[src/rtl/interface_hcsr04_bcd_pkg.sv]
// interface_hcsr04_bcd_pkg: FSM state codes and BCD limit shared by the HC-SR04 interface
package interface_hcsr04_bcd_pkg;
  typedef enum logic [2:0] {
    INICIAL       = 3'd0,
    PREPARA       = 3'd1,
    ENVIA_TRIGGER = 3'd2,
    ESPERA_ECHO   = 3'd3,
    MEDINDO       = 3'd4,
    ARMAZENA      = 3'd5,
    ERRO          = 3'd6,
    FINAL         = 3'd7
  } estado_t;
  localparam logic [11:0] BCD_MAX = 12'h999;
endpackage

[src/rtl/interface_hcsr04_bcd_contador.sv]
// contador_bcd_3dig: 3-digit BCD up-counter with synchronous clear, saturating at 999
module contador_bcd_3dig
  import interface_hcsr04_bcd_pkg::*;
(
  input  logic        clock,
  input  logic        zera_s,
  input  logic        conta,
  output logic [11:0] bcd
);
  always_ff @(posedge clock)
    if (zera_s) bcd <= '0;
    else if (conta && bcd != BCD_MAX)
      bcd <= bcd[3:0] != 4'd9 ? bcd + 12'd1 :
             bcd[7:4] != 4'd9 ? {bcd[11:8], bcd[7:4] + 4'd1, 4'd0} :
                                {bcd[11:8] + 4'd1, 8'd0};
endmodule

[src/rtl/interface_hcsr04_bcd.sv]
// interface_hcsr04_bcd: HC-SR04 trigger/echo controller producing a 3-digit BCD distance in cm
module interface_hcsr04_bcd
  import interface_hcsr04_bcd_pkg::*;
#(
  parameter int TRIGGER_CICLOS = 500,
  parameter int CICLOS_CM      = 2941,
  parameter int TIMEOUT_CICLOS = 2_500_000
) (
  input  logic        clock,
  input  logic        reset,
  input  logic        medir,
  input  logic        echo,
  output logic        trigger,
  output logic [11:0] medida,
  output logic        pronto,
  output logic        erro,
  output logic [3:0]  db_estado
);
  localparam int CW = $clog2(TRIGGER_CICLOS > CICLOS_CM ? TRIGGER_CICLOS : CICLOS_CM);
  localparam int TW = $clog2(TIMEOUT_CICLOS + 1);
  estado_t estado, proximo;
  logic e1, echo_s, mede, fim_trigger, fim_cm, timeout;
  logic [CW-1:0] cnt;
  logic [TW-1:0] tmo;
  logic [11:0] bcd;
  // The echo-high cycle that moves ESPERA_ECHO to MEDINDO is counted too, so width N yields floor(N/CICLOS_CM)
  assign mede = echo_s && (estado == ESPERA_ECHO || estado == MEDINDO);
  assign fim_trigger = cnt == CW'(TRIGGER_CICLOS - 1);
  assign fim_cm = cnt == CW'(CICLOS_CM - 1);
  // Timeout is acted on the cycle after the counter reaches TIMEOUT_CICLOS-1
  assign timeout = tmo == TW'(TIMEOUT_CICLOS);
  assign trigger = estado == ENVIA_TRIGGER;
  assign pronto = estado == FINAL;
  assign db_estado = {1'b0, estado};
  contador_bcd_3dig u_bcd (
    .clock (clock),
    .zera_s(reset || estado == PREPARA),
    .conta (mede && fim_cm),
    .bcd   (bcd)
  );
  always_ff @(posedge clock)
    if (reset) begin
      estado <= INICIAL;
      e1 <= 1'b0;
      echo_s <= 1'b0;
      cnt <= '0;
      tmo <= '0;
      medida <= '0;
      erro <= 1'b0;
    end else begin
      estado <= proximo;
      e1 <= echo;
      echo_s <= e1;
      cnt <= estado == PREPARA ? '0 :
             estado == ENVIA_TRIGGER ? (fim_trigger ? '0 : cnt + CW'(1)) :
             mede ? (fim_cm ? '0 : cnt + CW'(1)) : cnt;
      tmo <= estado == PREPARA ? '0 :
             (estado == ESPERA_ECHO || estado == MEDINDO) ? tmo + TW'(1) : tmo;
      erro <= estado == PREPARA ? 1'b0 : estado == ERRO ? 1'b1 : erro;
      medida <= estado == ARMAZENA ? bcd : estado == ERRO ? BCD_MAX : medida;
    end
  always_comb begin
    proximo = estado;
    case (estado)
      INICIAL:       proximo = medir ? PREPARA : INICIAL;
      PREPARA:       proximo = ENVIA_TRIGGER;
      ENVIA_TRIGGER: proximo = fim_trigger ? ESPERA_ECHO : ENVIA_TRIGGER;
      ESPERA_ECHO:   proximo = timeout ? ERRO : echo_s ? MEDINDO : ESPERA_ECHO;
      MEDINDO:       proximo = timeout ? ERRO : echo_s ? MEDINDO : ARMAZENA;
      ARMAZENA:      proximo = FINAL;
      ERRO:          proximo = FINAL;
      default:       proximo = INICIAL;
    endcase
  end
endmodule

[config.mk]
export PLATFORM = sky130hd
export DESIGN_NAME = interface_hcsr04_bcd
export DESIGN_NICKNAME = d
export VERILOG_FILES = /design/src/rtl/interface_hcsr04_bcd_pkg.sv /design/src/rtl/interface_hcsr04_bcd_contador.sv /design/src/rtl/interface_hcsr04_bcd.sv
export SDC_FILE = /design/constraint.sdc
export NUM_CORES = 1
export LEC_CHECK = 0
export BUFFER_PORTS_ARGS = -buffer_cell sky130_fd_sc_hd__buf_4
export CAP_MARGIN = 0
export CORE_MARGIN = 1
export CORE_UTILIZATION = 34
export CTS_CLUSTER_SIZE = 40
export DETAILED_ROUTE_END_ITERATION = 7
export PLACE_DENSITY = 0.47
export SETUP_SLACK_MARGIN = 0.4
export SYNTH_ARGS = -nofsm -noshare
export SYNTH_HDL_FRONTEND = slang
export SYNTH_SLANG_ARGS = --single-unit
[constraint.sdc]
create_clock -name clock -period 2.4 [get_ports clock]
set_input_delay 0.48 -clock clock [delete_from_list [all_inputs] [get_ports clock]]
set_output_delay 0.48 -clock clock [all_outputs]
set_load 0.01 [all_outputs]
==> run summary <==
The worst hold path endpoint is e1$_SDFF_PP0_. Summed over all layers, the global routing overflow is 0. Setup violations remaining at the end of the flow were counted as 0. The synthesized design spends more area on one cell type than any other, namely sky130_fd_sc_hd__dfxtp_1. Dividing the final minimum period by the clock period gives 81.7%. The internal reg-to-reg setup slack is 440 ps.

The post-detailed-route wirelength per cell came out at 14.7 um. The number of cell instances on the worst register-to-register path is 5. The total clock sinks came out at 64. The number of buffers between clock root and the deepest sink is 2. Summing all multi-input logic gate instances after layout gives 0.00192 sq mm. The critical path is of the register to register type. The number of routed nets with antenna violations came out at 0.

The final setup TNS came out at 0 ps. The post-cts hold buffer count came out at 0. The smallest clock period supported by the final layout is computed as 1960 ps.

The flow ran to the end, and the final reports show no timing, DRC or antenna violations. The average vias per placed instance is 5.27. The fill cell total of the finished layout is 929.

The timing-limited maximum frequency came out at 510 MHz. The DRC violation count after routing came out at 0. For the worst setup path, the data arrival time is 2240 ps.

The detailed-route wire length is 7950 um. The top flip-flop cell by instance count after synthesis is sky130_fd_sc_hd__dfxtp_1. Summing all flip-flop and latch instances after layout gives 0.00129 sq mm. Entering global routing, the biggest net connects 32 pins. The worst slew slack as a fraction of its limit came out at 56.0%. Max-cap violations in this run came to 0.

The master cell of the clock root buffer is sky130_fd_sc_hd__clkbuf_8. The aggregate global-route resource usage came out at 17.2%. The worst flop-to-flop path startpoint is estado[1]$_SDFF_PP0_.

The yosys synthesis warning count is 0. In this run the vertical extent of the chip is 99.4 um. The first-pass detailed-route iteration total is 4. Dividing total power by cell area gives a power density of 535 mW/mm^2. The number of buffer and inverter stages on the critical path is 0. The placed wire-length estimate after detailed placement came out at 5510 um. The iteration-0 DRC count of the detailed router is 161.

The slowest stage of the critical path belongs to the cell sky130_fd_sc_hd__or4_1. Of the post-synthesis cell area, the dominant cell type holds 39.8%. The number of cells produced by synthesis is 394. STA classifies the critical path endpoint as a register.

The largest single stage delay on the critical path is 520 ps. The required time of the critical path came out at 2680 ps. The number of rows in the core area is 35. After synthesis, the share of flip-flops with an asynchronous set or reset is 0%. Summed over all cells, the static leakage comes to 1.32 nW. The die boundary width came out at 99.4 um. The number of distinct library cells after synthesis came out at 54. The net switching fraction of the power is 23.6%.

The maximum level of the CTS H-tree came out at 3. After synthesis the netlist holds a flip-flop and latch count of 64. In this run the power spent charging and discharging nets is 0.000490 W. For the final database, setup skew stands at 6.39 ps. The worst setup path is launched from a register. The worst hold path begins at echo. The synthesized area per cell is 8.18 sq um. By area the synthesized netlist is led by sky130_fd_sc_hd__dfxtp_1 40%, sky130_fd_sc_hd__nor2_1 7.1%, sky130_fd_sc_hd__xnor2_1 4.9%. The floorplan step defined a die boundary enclosing 0.00987 sq mm. The library cell used most frequently in the layout, excluding fill and tap cells, is sky130_fd_sc_hd__nor2_1.

The number of I/O port buffers is 21. Of all nets on the critical path, the largest fanout is 8. The TritonCTS buffer count is 9. The number of top-level pins came out at 23.

Cell internal power was estimated by the tool at 0.00159 W. The number of enable flip-flop cells after synthesis is 0. The routed layout has 2857 vias.

The hold path depth is 2. The clock tree from TritonCTS is yes. The number of global-route vias before repair is 2699. The critical path's top delay family is simple AND/OR/NAND/NOR gates.

The global-route wire length before repair is 13300 um. The tightest hold margin is 349 ps. The starting density of the core came out at 35.0%. The initial antenna violation count is 0. 0 antenna diodes ended up in the layout. The worst hold path belongs to the class input port to register.

Setup repair after global routing could not meet its margin everywhere. The top cell types in the final layout, fill and taps aside, are 61 x sky130_fd_sc_hd__nor2_1, 58 x sky130_fd_sc_hd__dfxtp_1, 40 x sky130_fd_sc_hd__buf_4. The combinational share of power is 6.7%. The core footprint came out at 0.00920 sq mm. Walking the worst path, the cells encountered are or3b_4, a211oi_4, nand4b_4, or4_1, a21oi_1. After clock tree synthesis, the clock-pin slew on the worst setup and hold paths is 60 ps. The share of post-route cells with drive strength above 1 came out at 17.6%. The number of nets handed over by synthesis was 404. The final layout contains 439 nets. The count of final max-slew check failures came out at 0. The sequential element share of the synthesized area is 39.8%. The insertion delay to the later sink of the worst-skew pair is 350 ps. The clock share of power is 41.5%. The share of power burned in registers came out at 51.8%. The netlist area before placement came out at 0.00322 sq mm.

The congestion estimate from routability-driven global placement came to 0.817. The terminus of the critical flop-to-flop path is u_bcd.bcd[11]$_SDFFE_PP0P_. The worst ir drop on vdd is 0.000322 V.

The layout overhead on the synthesized area is 20.6%. The slew at the pin closest to its max-slew limit is 653 ps. The final hold violation count is 0.
-- cells by family after synthesis --
family,synth area share (%)
simple gates,29.7
other cells,0.116
fa+ha+maj,2.33
mux,0.311
flops,39.8
xor+xnor,8.97
buf+inv,3.57
compound gates,15.3
-- power by group through the flow --
stage | registers [W] | logic, W | clock network (W)
floorplan | 0.00110 | 0.0000866 | 0
CTS | 0.00108 | 0.000141 | 0.000901
finish | 0.00108 | 0.000139 | 0.000862
global placement | 0.00110 | 0.000141 | 0
detailed placement | 0.00110 | 0.000140 | 0
global route | 0.00108 | 0.000158 | 0.000942
-- cells in the mapped netlist, types with 4 or more instances --
cell and n:
sky130_fd_sc_hd__a21oi_1 17, sky130_fd_sc_hd__a22oi_1 6, sky130_fd_sc_hd__ha_1 6, sky130_fd_sc_hd__a211oi_1 8
sky130_fd_sc_hd__inv_1 12, sky130_fd_sc_hd__xor2_1 15, sky130_fd_sc_hd__nor4_1 7, sky130_fd_sc_hd__nor2b_1 6
sky130_fd_sc_hd__o31ai_1 4, sky130_fd_sc_hd__nand4_1 11, sky130_fd_sc_hd__o21ai_0 14, sky130_fd_sc_hd__nand2_1 30
sky130_fd_sc_hd__nand3_1 15, sky130_fd_sc_hd__dfxtp_1 64, sky130_fd_sc_hd__clkbuf_1 14, sky130_fd_sc_hd__and3_1 7
sky130_fd_sc_hd__xnor2_1 18, sky130_fd_sc_hd__or4_1 4, sky130_fd_sc_hd__or3_1 6, sky130_fd_sc_hd__nor3_1 15
sky130_fd_sc_hd__nand2b_1 4, sky130_fd_sc_hd__a22o_1 4, sky130_fd_sc_hd__o22ai_1 6, sky130_fd_sc_hd__nor3b_1 4
sky130_fd_sc_hd__nor2_1 61
-- area by class of cell --
class	instances	share of cell area, %
clock buffers	13	4.60
inverters	12	1.16
multi-input cells	301	49.5
flip-flops and latches	64	33.2
well taps	111	3.57
repair buffers	41	8.02
-- worst max-delay path by stage --
| stage | from | to | cells past startpoint |
|---|---|---|---|
| after floorplan | estado[0]$_SDFF_PP0_ | u_bcd.bcd[11]$_SDFFE_PP0P_ | 5 |
| after global placement | cnt[4]$_SDFFE_PP0P_ | u_bcd.bcd[3]$_SDFFE_PP0P_ | 5 |
| after detailed placement | cnt[4]$_SDFFE_PP0P_ | u_bcd.bcd[3]$_SDFFE_PP0P_ | 5 |
| after CTS | estado[0]$_SDFF_PP0_ | u_bcd.bcd[11]$_SDFFE_PP0P_ | 5 |
| after global routing | estado[2]$_SDFF_PP0_ | u_bcd.bcd[11]$_SDFFE_PP0P_ | 5 |
| final | estado[1]$_SDFF_PP0_ | u_bcd.bcd[11]$_SDFFE_PP0P_ | 5 |
-- stage by stage --
step	area (sq um)	std cells	total power [W]	utilization, %	worst slack [ps]
2_1_floorplan	3230	394	0.00119	-	489
3_3_place_gp	3550	521	0.00124	38.6	320
3_5_place_dp	3550	521	0.00124	38.6	311
4_1_cts	3760	534	0.00212	40.9	395
5_1_grt	3890	542	0.00218	42.3	311
6_report	3890	542	0.00208	42.3	439
-- repair_timing --
| action | in CTS | in global routing |
|---|---|---|
| endpoints found under the setup margin | 7 | 19 |
| buffers inserted | 0 | 8 |
| pin swaps | 0 | 5 |
| gates resized for setup | 5 | 17 |
-- registers in the layout (all words and copies together), names as in the netlist --
name	count
e1	1
estado	3
echo_s	1
erro	1
medida	12
u_bcd.bcd	12
tmo	22
cnt	12
-- per-layer routing --
metal  vias to the layer above  share of wire, %  global-route usage (%)
li1                       1475                 -                       -
met1                      1334                51                    23.1
met2                        39                44                    26.3
met3                         9               3.2                    4.50
met4                         0               1.3                    6.90
met5                         -                 0                       0
Power figures use the tool's default switching activity.
